**config.mk**
```make
export PLATFORM = sky130hd
export DESIGN_NAME = sd_card_mem_arbiter
export DESIGN_NICKNAME = d
export VERILOG_FILES = /design/src/rtl/sd_card_mem_pkg.sv /design/src/rtl/sd_card_rr_picker.sv /design/src/rtl/sd_card_mem_arbiter.sv
export SDC_FILE = /design/constraint.sdc
export NUM_CORES = 1
export LEC_CHECK = 0
export BUFFER_PORTS_ARGS = -buffer_cell sky130_fd_sc_hd__buf_2
export CAP_MARGIN = 10
export CELL_PAD_IN_SITES_DETAIL_PLACEMENT = 0
export CELL_PAD_IN_SITES_GLOBAL_PLACEMENT = 2
export CORE_ASPECT_RATIO = 1.75
export CORE_UTILIZATION = 27
export DETAILED_ROUTE_END_ITERATION = 8
export PLACE_DENSITY_LB_ADDON = 0.1
export RECOVER_POWER = 100
export SETUP_SLACK_MARGIN = 0.4
export SLEW_MARGIN = 5
export SYNTH_ARGS = -nofsm -noshare
export SYNTH_HDL_FRONTEND = slang
export SYNTH_SLANG_ARGS = --single-unit
export TNS_END_PERCENT = 10
```
**constraint.sdc**
```tcl
create_clock -name clk -period 2.1 [get_ports clk]
set_clock_uncertainty 0.15 [all_clocks]
set_input_delay 0.42 -clock clk [delete_from_list [all_inputs] [get_ports clk]]
set_output_delay 0.42 -clock clk [all_outputs]
set_load 0.01 [all_outputs]
```
**src/rtl/sd_card_mem_pkg.sv**
```systemverilog
// Shared constants and types for the SD_CARD buffer RAM arbiter.
package sd_card_mem_pkg;

    localparam int unsigned ADDR_W    = 17;
    localparam int unsigned DATA_W    = 32;
    localparam int unsigned BE_W      = 4;
    localparam int unsigned MEM_DEPTH = 75000;

    // Data returned for reads rejected by the optional address range check
    localparam logic [31:0] RANGE_ERR_DATA = 32'h0;

    typedef enum logic [1:0] {
        IDLE,
        CMD,
        RD
    } state_e;

endpackage

```
**src/rtl/sd_card_rr_picker.sv**
```systemverilog
// Combinational round-robin picker: searches last_grant+1, last_grant+2, ... with wrap.
module sd_card_rr_picker #(
    parameter int unsigned NUM_REQ = 2
) (
    input  logic [NUM_REQ-1:0]         req,
    input  logic [$clog2(NUM_REQ)-1:0] last_grant,
    output logic [NUM_REQ-1:0]         grant,
    output logic                       valid
);
    localparam int unsigned IDX_W = $clog2(NUM_REQ);

    always_comb begin
        int unsigned idx;
        grant = '0;
        valid = 1'b0;
        idx   = 0;
        for (int unsigned off = 1; off <= NUM_REQ; off++) begin
            idx = 32'(last_grant) + off;
            if (idx >= NUM_REQ) begin
                idx = idx - NUM_REQ;
            end
            if (!valid && req[idx[IDX_W-1:0]]) begin
                grant[idx[IDX_W-1:0]] = 1'b1;
                valid                 = 1'b1;
            end
        end
    end

endmodule

```
**src/rtl/sd_card_mem_arbiter.sv**
```systemverilog
// Round-robin arbiter sharing the single-port SD_CARD buffer RAM between NUM_REQ masters.
// Optional macro SD_MEM_RANGE_CHECK_EN blocks out-of-range accesses and adds req_error.
module sd_card_mem_arbiter #(
    parameter int unsigned NUM_REQ   = 2,
    parameter int unsigned ADDR_W    = sd_card_mem_pkg::ADDR_W,
    parameter int unsigned DATA_W    = sd_card_mem_pkg::DATA_W,
    parameter int unsigned MEM_DEPTH = sd_card_mem_pkg::MEM_DEPTH
) (
    input  logic                                     clk,
    input  logic                                     reset_n,
    input  logic [NUM_REQ*ADDR_W-1:0]                req_address,
    input  logic [NUM_REQ*sd_card_mem_pkg::BE_W-1:0] req_byteenable,
    input  logic [NUM_REQ-1:0]                       req_read,
    input  logic [NUM_REQ-1:0]                       req_write,
    input  logic [NUM_REQ*DATA_W-1:0]                req_writedata,
    output logic [NUM_REQ-1:0]                       req_waitrequest,
    output logic [DATA_W-1:0]                        req_readdata,
    output logic [NUM_REQ-1:0]                       req_readdatavalid,
`ifdef SD_MEM_RANGE_CHECK_EN
    output logic [NUM_REQ-1:0]                       req_error,
`endif
    output logic [ADDR_W-1:0]                        mem_address,
    output logic [sd_card_mem_pkg::BE_W-1:0]         mem_byteenable,
    output logic                                     mem_chipselect,
    output logic                                     mem_write,
    output logic [DATA_W-1:0]                        mem_writedata,
    output logic                                     mem_clken,
    input  logic [DATA_W-1:0]                        mem_readdata
);
    import sd_card_mem_pkg::*;

    localparam int unsigned IDX_W = $clog2(NUM_REQ);

    if (NUM_REQ < 2 || NUM_REQ > 4 || MEM_DEPTH > (2 ** ADDR_W)) begin : g_bad_cfg
        $error("sd_card_mem_arbiter: unsupported NUM_REQ/ADDR_W/MEM_DEPTH");
    end

    state_e             state_q, state_d;
    logic [IDX_W-1:0]   last_q, last_d, owner_q, owner_d, win;
    logic [NUM_REQ-1:0] req_any, grant, rvalid_d;
    logic               grant_vld, accept, addr_oor;
    logic               rd_pend_q, rd_pend_d, rd_blank_q, rd_blank_d;
    logic               cs_d, we_d;
    logic [ADDR_W-1:0]  win_addr, addr_d;
    logic [BE_W-1:0]    be_d;
    logic [DATA_W-1:0]  wdata_d, rdata_d;

    assign req_any = req_read | req_write;

    sd_card_rr_picker #(
        .NUM_REQ (NUM_REQ)
    ) u_picker (
        .req        (req_any),
        .last_grant (last_q),
        .grant      (grant),
        .valid      (grant_vld)
    );

    always_comb begin
        win = '0;
        for (int i = 0; i < NUM_REQ; i++) begin
            if (grant[i]) begin
                win = IDX_W'(i);
            end
        end
    end

    // The winner is released in the same cycle it is sampled into the mem_* registers
    assign accept          = (state_q == IDLE) && grant_vld;
    assign req_waitrequest = accept ? ~grant : '1;
    assign win_addr        = req_address[int'(win)*ADDR_W +: ADDR_W];

`ifdef SD_MEM_RANGE_CHECK_EN
    assign addr_oor = 32'(win_addr) >= MEM_DEPTH;

    always_ff @(posedge clk or negedge reset_n) begin
        if (!reset_n) begin
            req_error <= '0;
        end else begin
            req_error <= (accept && addr_oor) ? grant : '0;
        end
    end
`else
    assign addr_oor = 1'b0;
`endif

    always_comb begin
        state_d    = state_q;
        last_d     = last_q;
        owner_d    = owner_q;
        rd_pend_d  = rd_pend_q;
        rd_blank_d = rd_blank_q;
        addr_d     = mem_address;
        be_d       = mem_byteenable;
        wdata_d    = mem_writedata;
        cs_d       = 1'b0;
        we_d       = 1'b0;
        rdata_d    = req_readdata;
        rvalid_d   = '0;
        unique case (state_q)
            IDLE: begin
                if (grant_vld) begin
                    addr_d     = win_addr;
                    be_d       = req_byteenable[int'(win)*BE_W +: BE_W];
                    wdata_d    = req_writedata[int'(win)*DATA_W +: DATA_W];
                    cs_d       = !addr_oor;
                    we_d       = req_write[win] && !addr_oor;
                    rd_pend_d  = !req_write[win];
                    rd_blank_d = addr_oor;
                    owner_d    = win;
                    last_d     = win;
                    state_d    = CMD;
                end
            end
            CMD: state_d = rd_pend_q ? RD : IDLE;
            RD: begin
                rdata_d           = rd_blank_q ? DATA_W'(RANGE_ERR_DATA) : mem_readdata;
                rvalid_d[owner_q] = 1'b1;
                state_d           = IDLE;
            end
            default: state_d = IDLE;
        endcase
    end

    always_ff @(posedge clk or negedge reset_n) begin
        if (!reset_n) begin
            state_q           <= IDLE;
            last_q            <= IDX_W'(NUM_REQ - 1);
            owner_q           <= '0;
            rd_pend_q         <= 1'b0;
            rd_blank_q        <= 1'b0;
            mem_address       <= '0;
            mem_byteenable    <= '0;
            mem_writedata     <= '0;
            mem_chipselect    <= 1'b0;
            mem_write         <= 1'b0;
            mem_clken         <= 1'b0;
            req_readdata      <= '0;
            req_readdatavalid <= '0;
        end else begin
            state_q           <= state_d;
            last_q            <= last_d;
            owner_q           <= owner_d;
            rd_pend_q         <= rd_pend_d;
            rd_blank_q        <= rd_blank_d;
            mem_address       <= addr_d;
            mem_byteenable    <= be_d;
            mem_writedata     <= wdata_d;
            mem_chipselect    <= cs_d;
            mem_write         <= we_d;
            mem_clken         <= 1'b1;
            req_readdata      <= rdata_d;
            req_readdatavalid <= rvalid_d;
        end
    end

endmodule

```
==> impl_metrics.yaml, run 1 <==
route:
  routed_via_density: 5.33
  drtIter0Drc: 150
  ant_nets: 0
  vias: 4153
  routed_wl_um: 16700
  remaining_drc_errors: 0
  firstDrtPassIters: 4
  wl_per_cell_um: 21.4
floorplan:
  pin_count: 236
  design.core.area_um2: 16000
  die_y_um: 172
  dieArea_um2: 17000
  fp.dieW_um: 99.0
  core.rowCount: 61
  initial_core_util_pct: 27.8
clock_tree:
  cts.root.buffer_cell: "clkbuf_16"
  htree_levels: 3
  tritoncts: "built"
  cts_sinks: 95
  worstSkewPairLatency_ps: 340
  path_clk_slew_ps: 80
  numCtsBuffers: 9
  max-clock-path-buffers: 2
global_route:
  grt_usage_pct: 18.3
  grt_pass1_wl_um: 23900
  grt_start_max_net_pins: 96
  grt_overflow: 0
  antenna_found_initial: 0
  first_global_vias: 4383
yosys:
  ys_seq_area_share_pct: 53.5
  ys_ff_latch: 95
  syn-cell-area_um2: 4440
  yosysUniqueCellTypes: 31
  synth_nets: 501
  synthCells: 357
  yosys_warnings: 0
  synth_area_per_cell_um2: 12.4
sta:
  period_needed_ps: 1900
  grt_setup_unrepaired: "yes"
  fmax_mhz: 527
  fin_setup_tns_ps: 0
  slew_violations: 0
  slew_headroom_pct: 35.4
  setup_viol: 0
  worst_pin_slew_ps: 969
  finalCritPeriodShare_pct: 90.4
  report.final.hold_viol_count: 0
placed_design:
  place_inst: 751
  gp_congestion: 0.764
  io_buffers: 235
  dp_hpwl_um: 10500
min_path:
  hold_class: "input port to register"
worst_setup_path:
  critPathLaunchType: "register"
  cp.arrival_ps: 1330
  worst_setup_path_end_kind: "output port"
  cp_max_fo: 4
  required_ps: 1530
  critical_path_class: "register to output port"
status:
  status: "completed"
power_and_ir_drop:
  finalPower_mw: 9.83
  cellPowerDensity_nw_per_um2: 1620
  power_leakage_nw: 2.59
  vdd_drop_max_v: 0.000618
finish:
  final_cells: 779
  n_antenna_cell: 0
  fillers: 1677
  nNetsFinal: 729
  final_common_cell: "buf_2"
  drive_gt1_share_pct: 39.5
  area_delta_synth_final_pct: 36.8
  most-common-layout-cells: "buf_2 (143), dfrtp_1 (94), clkbuf_1 (92)"
run:
  cap_viol_max_count: 0
[worst max-delay path, cell delays in order, from the launching register on]
cell and delay, ps:
dfstp_1 590, o21ai_0 170, nand3_2 120, buf_6 110
[cell usage after synthesis]
library cell / instances / area, um^2
a21oi_1: 1 / 5.00
o31a_1: 1 / 8.76
nand2b_1: 2 / 12.5
a311oi_1: 47 / 412
nand2_1: 3 / 11.3
dfrtp_1: 94 / 2350
clkbuf_1: 13 / 48.8
o21ai_1: 4 / 20.0
o221ai_1: 1 / 8.76
buf_4: 3 / 22.5
o21bai_1: 1 / 7.51
o21ai_0: 51 / 255
nor3_1: 1 / 5.00
nand3_1: 1 / 5.00
nor2_1: 5 / 18.8
nor2_2: 1 / 6.26
mux2_2: 32 / 360
buf_6: 10 / 113
conb_1: 1 / 3.75
inv_1: 2 / 7.51
a311oi_2: 6 / 90.1
dfstp_2: 1 / 26.3
buf_2: 16 / 80.1
nand2b_4: 1 / 13.8
inv_2: 1 / 3.75
or2_1: 2 / 12.5
a2bb2oi_1: 47 / 412
nor4_2: 1 / 12.5
o21ai_2: 1 / 8.76
o21a_2: 1 / 8.76
a2bb2oi_2: 6 / 90.1
[final timing paths]
| kind | startpoint | to | slack, ps | cells after the start |
|---|---|---|---|---|
| max | last_q | req_waitrequest[1] | 200 | 3 |
| min | mem_readdata[25] | req_readdata[25] | 150 | 2 |
| max reg2reg | last_q | mem_writedata[4] | 250 | 5 |
| min reg2reg | owner_q | req_readdatavalid[0] | 280 | 1 |
| max in group asynchronous | reset_n | mem_address[5] | 440 | 3 |
| min in group asynchronous | reset_n | mem_writedata[22] | 620 | 3 |
[logic make-up (layout without fill, tap and decap cells)]
| kind of cell | after synthesis | in the layout | synth area share [%] |
|---|---|---|---|
| flops | 95 | 95 | 53.5 |
| compound gates | 167 | 167 | 29.9 |
| buf+inv | 45 | 278 | 6.20 |
| other cells | 1 | 1 | 0.0844 |
| mux | 32 | 32 | 8.11 |
| simple gates | 17 | 17 | 2.20 |
[state kept, by name (all words and copies together), names as in the netlist]
signal             flops
mem_writedata         32
req_readdata          32
mem_address           17
mem_byteenable         4
req_readdatavalid      2
state_q                2
last_q                 1
mem_chipselect         1
mem_clken              1
mem_write              1
owner_q                1
rd_pend_q              1
[where the power goes]
group	internal, mW	total (mW)	switching, mW	leakage [nW]
Combinational	2.24	4.84	2.60	1.35
Sequential	2.78	3.32	0.542	1.09
Clock	0.871	1.67	0.803	0.149
Total	5.89	9.83	3.94	2.59
[routing by layer]
metal,share of wire (%),vias to the layer above,GRT usage (%)
met2,54,190,33.3
met1,38,2083,20.6
li1,-,1861,-
met4,1.9,0,7.27
met3,6.2,19,3.86
met5,0,-,0
[through the flow]
stage	cell area (um^2)	util, %	worst slack [ps]	hold slack [ps]
global route	6080	38.1	148	132
global placement	5770	36.2	182	269
CTS	6160	38.6	287	134
finish	6080	38.1	202	148
floorplan	4440	-	454	-25.6
detailed placement	5770	36.2	174	266
[cell type report]
class	count	area (um^2)	share of cell area [%]
flip-flops and latches	95	2380	39.1
multi-input cells	217	1800	29.6
repair buffers	259	1350	22.2
clock buffers	10	239	3.93
well taps	189	236	3.89
clock inverters	6	65.1	1.07
inverters	3	12.5	0.206
[timing repair]
item / in CTS / in global routing
endpoints found under the hold margin: 5 / 0
cloned: 0 / 4
gates resized for setup: 6 / 7
pin swaps: 2 / 4
hold buffers: 1 / 0
endpoints found under the setup margin: 42 / 50
buffers inserted: 6 / 1
Note: power is estimated with default switching activity, not from simulation.
==> run 2, diff against run 1 <==
--- a/config.mk
+++ b/config.mk
@@ -5,13 +5,13 @@
 export SDC_FILE = /design/constraint.sdc
 export NUM_CORES = 1
 export LEC_CHECK = 0
-export BUFFER_PORTS_ARGS = -buffer_cell sky130_fd_sc_hd__buf_2
 export CAP_MARGIN = 10
 export CELL_PAD_IN_SITES_DETAIL_PLACEMENT = 0
 export CELL_PAD_IN_SITES_GLOBAL_PLACEMENT = 2
 export CORE_ASPECT_RATIO = 1.75
-export CORE_UTILIZATION = 27
+export CORE_UTILIZATION = 38
 export DETAILED_ROUTE_END_ITERATION = 8
+export DONT_BUFFER_PORTS = 1
 export PLACE_DENSITY_LB_ADDON = 0.1
 export RECOVER_POWER = 100
 export SETUP_SLACK_MARGIN = 0.4
==> run 2 against run 1 <==
The flow now finishes with violations (negative hold slack). Clock power fell by 2%. Wire length down 25%. Power is 12% lower. Global-route usage is 1.8 points higher. Largest cell class unchanged. Highest routed layer unchanged.
==> impl_metrics.yaml, run 2 (synthesis gave the netlist of run 1 again) <==
power_and_ir_drop:
  vdd_drop_max_v: 0.000876
  pwr-share-comb_pct: 35.9
  p_clk_share_pct: 18.9
  internal_power_mw: 5.35
  cellPowerDensity_nw_per_um2: 1810
  pwr-share-seq_pct: 45.2
  switching_share_pct: 38.1
  netSwitchingPower_mw: 3.29
  power_leakage_nw: 1.84
floorplan:
  die_y_um: 145
  pin_count: 236
  core.rowCount: 51
  fp.dieW_um: 83.7
  design.core.area_um2: 11200
  initial_core_util_pct: 39.5
  dieArea_um2: 12100
status:
  violations: "negative hold slack"
  status: "finished, violations left"
route:
  drtIter0Drc: 176
  remaining_drc_errors: 0
  routed_via_density: 6.74
  ant_nets: 0
  wl_per_cell_um: 26.4
  firstDrtPassIters: 4
  routed_wl_um: 12500
  vias: 3206
sta:
  slew_headroom_pct: 66.2
  setup_viol: 0
  whs_ps: -373
  slew_violations: 0
  worst_pin_slew_ps: 508
  fin_setup_tns_ps: 0
  grt_setup_unrepaired: "yes"
  period_needed_ps: 1850
  finalCritPeriodShare_pct: 88.0
  report.final.hold_viol_count: 95
  fmax_mhz: 541
finish:
  seq_area_um2: 2380
  area_delta_synth_final_pct: 7.66
  nNetsFinal: 483
  top_regs: "mem_writedata: 32 flops, req_readdata: 32 flops, mem_address: 17 flops"
  drive_gt1_share_pct: 21.8
  n_antenna_cell: 0
  fillers: 1113
  most-common-layout-cells: "dfrtp_1 (94), o21ai_0 (52), a311oi_1 (49), a2bb2oi_1 (49), mux2_2 (32)"
  multi_input_area_um2: 1780
  final_common_cell: "dfrtp_1"
  fin_area_um2: 4780
worst_setup_path:
  required_ps: 1530
  cp.arrival_ps: 1280
  critPathLaunchType: "register"
  reg2reg_from: "state_q[0]"
  critical_path_class: "register to output port"
  r2r_setup_slack_ps: 390
  reg2regPathDepth: 5
  r2r_end: "mem_address[2]"
  worst_setup_path_end_kind: "output port"
  cp_max_fo: 5
placed_design:
  io_buffers: 0
  placed_cell_area_um2: 4500
  dp_hpwl_um: 7930
  gp_congestion: 0.751
global_route:
  grt_start_max_net_pins: 96
  antenna_found_initial: 0
  grt_pass1_wl_um: 19100
  grt_usage_pct: 20.1
  grt_overflow: 0
  first_global_vias: 3227
clock_tree:
  cts.root.buffer_cell: "clkbuf_16"
  max-clock-path-buffers: 2
  numCtsBuffers: 9
  cts_sinks: 95
  htree_levels: 3
  worstSkewPairLatency_ps: 330
  tritoncts: "built"
  path_clk_slew_ps: 70
min_path:
  hold_class: "input port to async pin"
run:
  cap_viol_max_count: 0
==> run 2: timing repair <==
action	in CTS	in global routing
setup buffers	1	0
hold endpoints to repair	95	95
setup endpoints to repair	2	34
pin swaps	1	1
gates resized for setup	5	1
==> run 2: critical path, cell delays in order, from the launching register on <==
cell     delay [ps]
dfstp_1         620
o21ai_4         100
nand3_1         220
==> run 2: area by class of cell <==
| cell class | instances | area share (%) |
|---|---|---|
| clock buffer | 10 | 4.79 |
| clock inverter | 6 | 1.44 |
| inverter | 3 | 0.235 |
| multi-input combinational | 217 | 37.3 |
| sequential | 95 | 49.7 |
| tap | 132 | 3.45 |
| timing repair buffer | 13 | 3.04 |
==> run 2: stage by stage <==
stage	worst slack (ps)	power [mW]	instances	util, %
2_1_floorplan	454	6.31	357	-
3_3_place_gp	377	7.09	459	40.1
3_5_place_dp	376	7.13	459	40.1
4_1_cts	382	8.86	476	43.1
5_1_grt	201	9.20	476	42.6
6_report	251	8.64	476	42.6
==> run 2: worst max-delay path by stage <==
stage | startpoint | slack [ps] | cells past startpoint | endpoint
floorplan | req_read[1] | 450 | 4 | req_waitrequest[1]
global placement | req_read[1] | 380 | 4 | mem_address[8]
detailed placement | req_read[1] | 380 | 4 | mem_writedata[23]
CTS | last_q | 380 | 2 | req_waitrequest[1]
global route | last_q | 200 | 2 | req_waitrequest[1]
finish | last_q | 250 | 2 | req_waitrequest[1]
==> run 2: power groups by stage <==
| stage | clock [mW] | sequential [mW] | combinational, mW |
|---|---|---|---|
| floorplan | 0 | 3.68 | 2.63 |
| global placement | 0 | 3.97 | 3.12 |
| detailed placement | 0 | 3.95 | 3.18 |
| CTS | 1.70 | 3.94 | 3.23 |
| global route | 1.77 | 4.01 | 3.42 |
| finish | 1.63 | 3.91 | 3.10 |
==> run 2: layer usage <==
layer  vias to the layer above  wire, um  global-route usage [%]
met3                        16       979                    5.18
met2                       174      6630                    34.6
met5                         -         0                       0
met1                      1645      4700                    24.1
li1                       1371         -                       -
met4                         0       234                    6.78
==> run 3, diff against run 2 <==
--- a/config.mk
+++ b/config.mk
@@ -9,7 +9,8 @@
 export CELL_PAD_IN_SITES_DETAIL_PLACEMENT = 0
 export CELL_PAD_IN_SITES_GLOBAL_PLACEMENT = 2
 export CORE_ASPECT_RATIO = 1.75
-export CORE_UTILIZATION = 38
+export CORE_MARGIN = 2
+export CORE_UTILIZATION = 40
 export DETAILED_ROUTE_END_ITERATION = 8
 export DONT_BUFFER_PORTS = 1
 export PLACE_DENSITY_LB_ADDON = 0.1
==> constraint.sdc (replaced) <==
create_clock -name clk -period 2.15 [get_ports clk]
set_clock_uncertainty 0.15 [all_clocks]
set_input_delay 0.43 -clock clk [delete_from_list [all_inputs] [get_ports clk]]
set_output_delay 0.43 -clock clk [all_outputs]
set_load 0.01 [all_outputs]
==> run 3 against run 2 <==
The flow still finishes with violations (negative hold slack). Combinational power increased by 3%. Final area is 1.9% higher. Hold slack worse by 1.4 ps. Flip-flop and latch count stayed put. Cell count increased by 0.63%. Power increased by 0.27%. Critical endpoint unchanged. Highest routed layer unchanged.
==> impl_metrics.yaml, run 3 (synthesis gave the netlist of run 1 again) <==
status:
  status: "finished, violations left"
  violations: "negative hold slack"
clock_tree:
  worstSkewPairLatency_ps: 330
  cts_sinks: 95
  cts.root.buffer_cell: "clkbuf_16"
  numCtsBuffers: 9
  max-clock-path-buffers: 2
  path_clk_slew_ps: 70
  tritoncts: "built"
  htree_levels: 3
route:
  firstDrtPassIters: 4
  ant_nets: 0
  vias: 3137
  remaining_drc_errors: 0
  routed_wl_um: 12600
  wl_per_cell_um: 26.3
  drtIter0Drc: 169
  routed_via_density: 6.55
global_route:
  grt_overflow: 0
  antenna_found_initial: 0
  grt_pass1_wl_um: 18900
  grt_start_max_net_pins: 96
  grt_usage_pct: 20.1
  first_global_vias: 3281
finish:
  nNetsFinal: 488
  seq_area_um2: 2380
  fin_area_um2: 4870
  fillers: 1021
  area_delta_synth_final_pct: 9.69
  n_antenna_cell: 0
  drive_gt1_share_pct: 24.9
  final_cells: 479
  most-common-layout-cells: "dfrtp_1 (94), o21ai_0 (51), a2bb2oi_1 (47)"
  top_regs: "mem_writedata: 32 flops, req_readdata: 32 flops, mem_address: 17 flops"
  multi_input_area_um2: 1830
  final_common_cell: "dfrtp_1"
worst_setup_path:
  worst_setup_path_end_kind: "output port"
  required_ps: 1570
  critical_path_class: "register to output port"
  critPathLaunchType: "register"
  cp_max_fo: 4
  cp.arrival_ps: 1240
floorplan:
  dieArea_um2: 12000
  die_y_um: 143
  pin_count: 236
  initial_core_util_pct: 41.3
  design.core.area_um2: 10800
  core.rowCount: 50
  fp.dieW_um: 83.7
min_path:
  hold_class: "input port to async pin"
sta:
  report.final.hold_viol_count: 95
  setup_slack_ps: 329
  fin_setup_tns_ps: 0
  fmax_mhz: 549
  slew_violations: 0
  setup_viol: 0
  grt_setup_unrepaired: "yes"
  period_needed_ps: 1820
  whs_ps: -374
  finalCritPeriodShare_pct: 84.7
placed_design:
  placed_cell_area_um2: 4500
  pre_cts_ws_ps: 347
  gp_congestion: 0.764
  place_inst: 459
  dp_hpwl_um: 8470
  io_buffers: 0
power_and_ir_drop:
  pwr-share-seq_pct: 44.1
  cellPowerDensity_nw_per_um2: 1780
  power_leakage_nw: 1.88
  p_clk_share_pct: 19.2
  internal_power_mw: 5.34
  pwr-share-comb_pct: 36.7
  switching_share_pct: 38.4
  finalPower_mw: 8.66
  netSwitchingPower_mw: 3.33
  vdd_drop_max_v: 0.000762
run:
  cap_viol_max_count: 0
-- run 3: cell types whose count changed in the layout (fill, tap and decap cells not counted), sizes merged --
cell / delta
buf: +5
clkbuf: -1
clkinv: +1
clkinvlp: -1
inv: +1
-- run 3: per-stage QoR --
stage,hold WS (ps),util [%]
4_1_cts,-389,45.4
6_report,-374,45.3
5_1_grt,-397,45.3
2_1_floorplan,-15.6,-
3_3_place_gp,-13.7,41.9
3_5_place_dp,-13.6,41.9
-- run 3: metal layers --
layer	wire (um)	global-route usage, %
met1	4680	22.7
met2	6600	35.0
met3	1090	7.64
met4	235	6.71
met5	0	0
-- run 3: cell type report --
class,instances,share of cell area [%]
inverters,3,0.231
clock buffers,9,4.62
clock inverters,7,1.80
flip-flops and latches,95,48.8
multi-input cells,217,37.5
well taps,130,3.34
repair buffers,18,3.72
-- run 3: worst paths after layout --
path,depth (start not counted),slack [ps],endpoint,from
max reg2reg,5,390,mem_writedata[24],last_q
min,0,-370,mem_writedata[22],reset_n
max in group asynchronous,0,2030,last_q,reset_n
min reg2reg,1,290,req_readdatavalid[0],owner_q
min in group clk,1,80,req_readdata[14],mem_readdata[14]
max,2,330,req_waitrequest[1],last_q
-- run 3: worst max-delay path, cell delays in order, from the launching register on --
cell	delay [ps]
dfstp_1	610
o21ai_4	100
nand3_1	200
-- run 3: power by group through the flow --
| stage | sequential, mW | clock, mW | combinational, mW |
|---|---|---|---|
| 2_1_floorplan | 3.60 | 0 | 2.57 |
| 3_3_place_gp | 3.88 | 0 | 3.02 |
| 3_5_place_dp | 3.87 | 0 | 3.10 |
| 4_1_cts | 3.85 | 1.71 | 3.22 |
| 5_1_grt | 3.94 | 1.78 | 3.47 |
| 6_report | 3.82 | 1.67 | 3.18 |
-- run 3: timing repair --
action                                  in CTS  in global routing
endpoints found under the setup margin      24                 35
gates cloned                                 0                  0
resized for setup                            5                  3
endpoints found under the hold margin       95                 95
buffers inserted                             4                  0
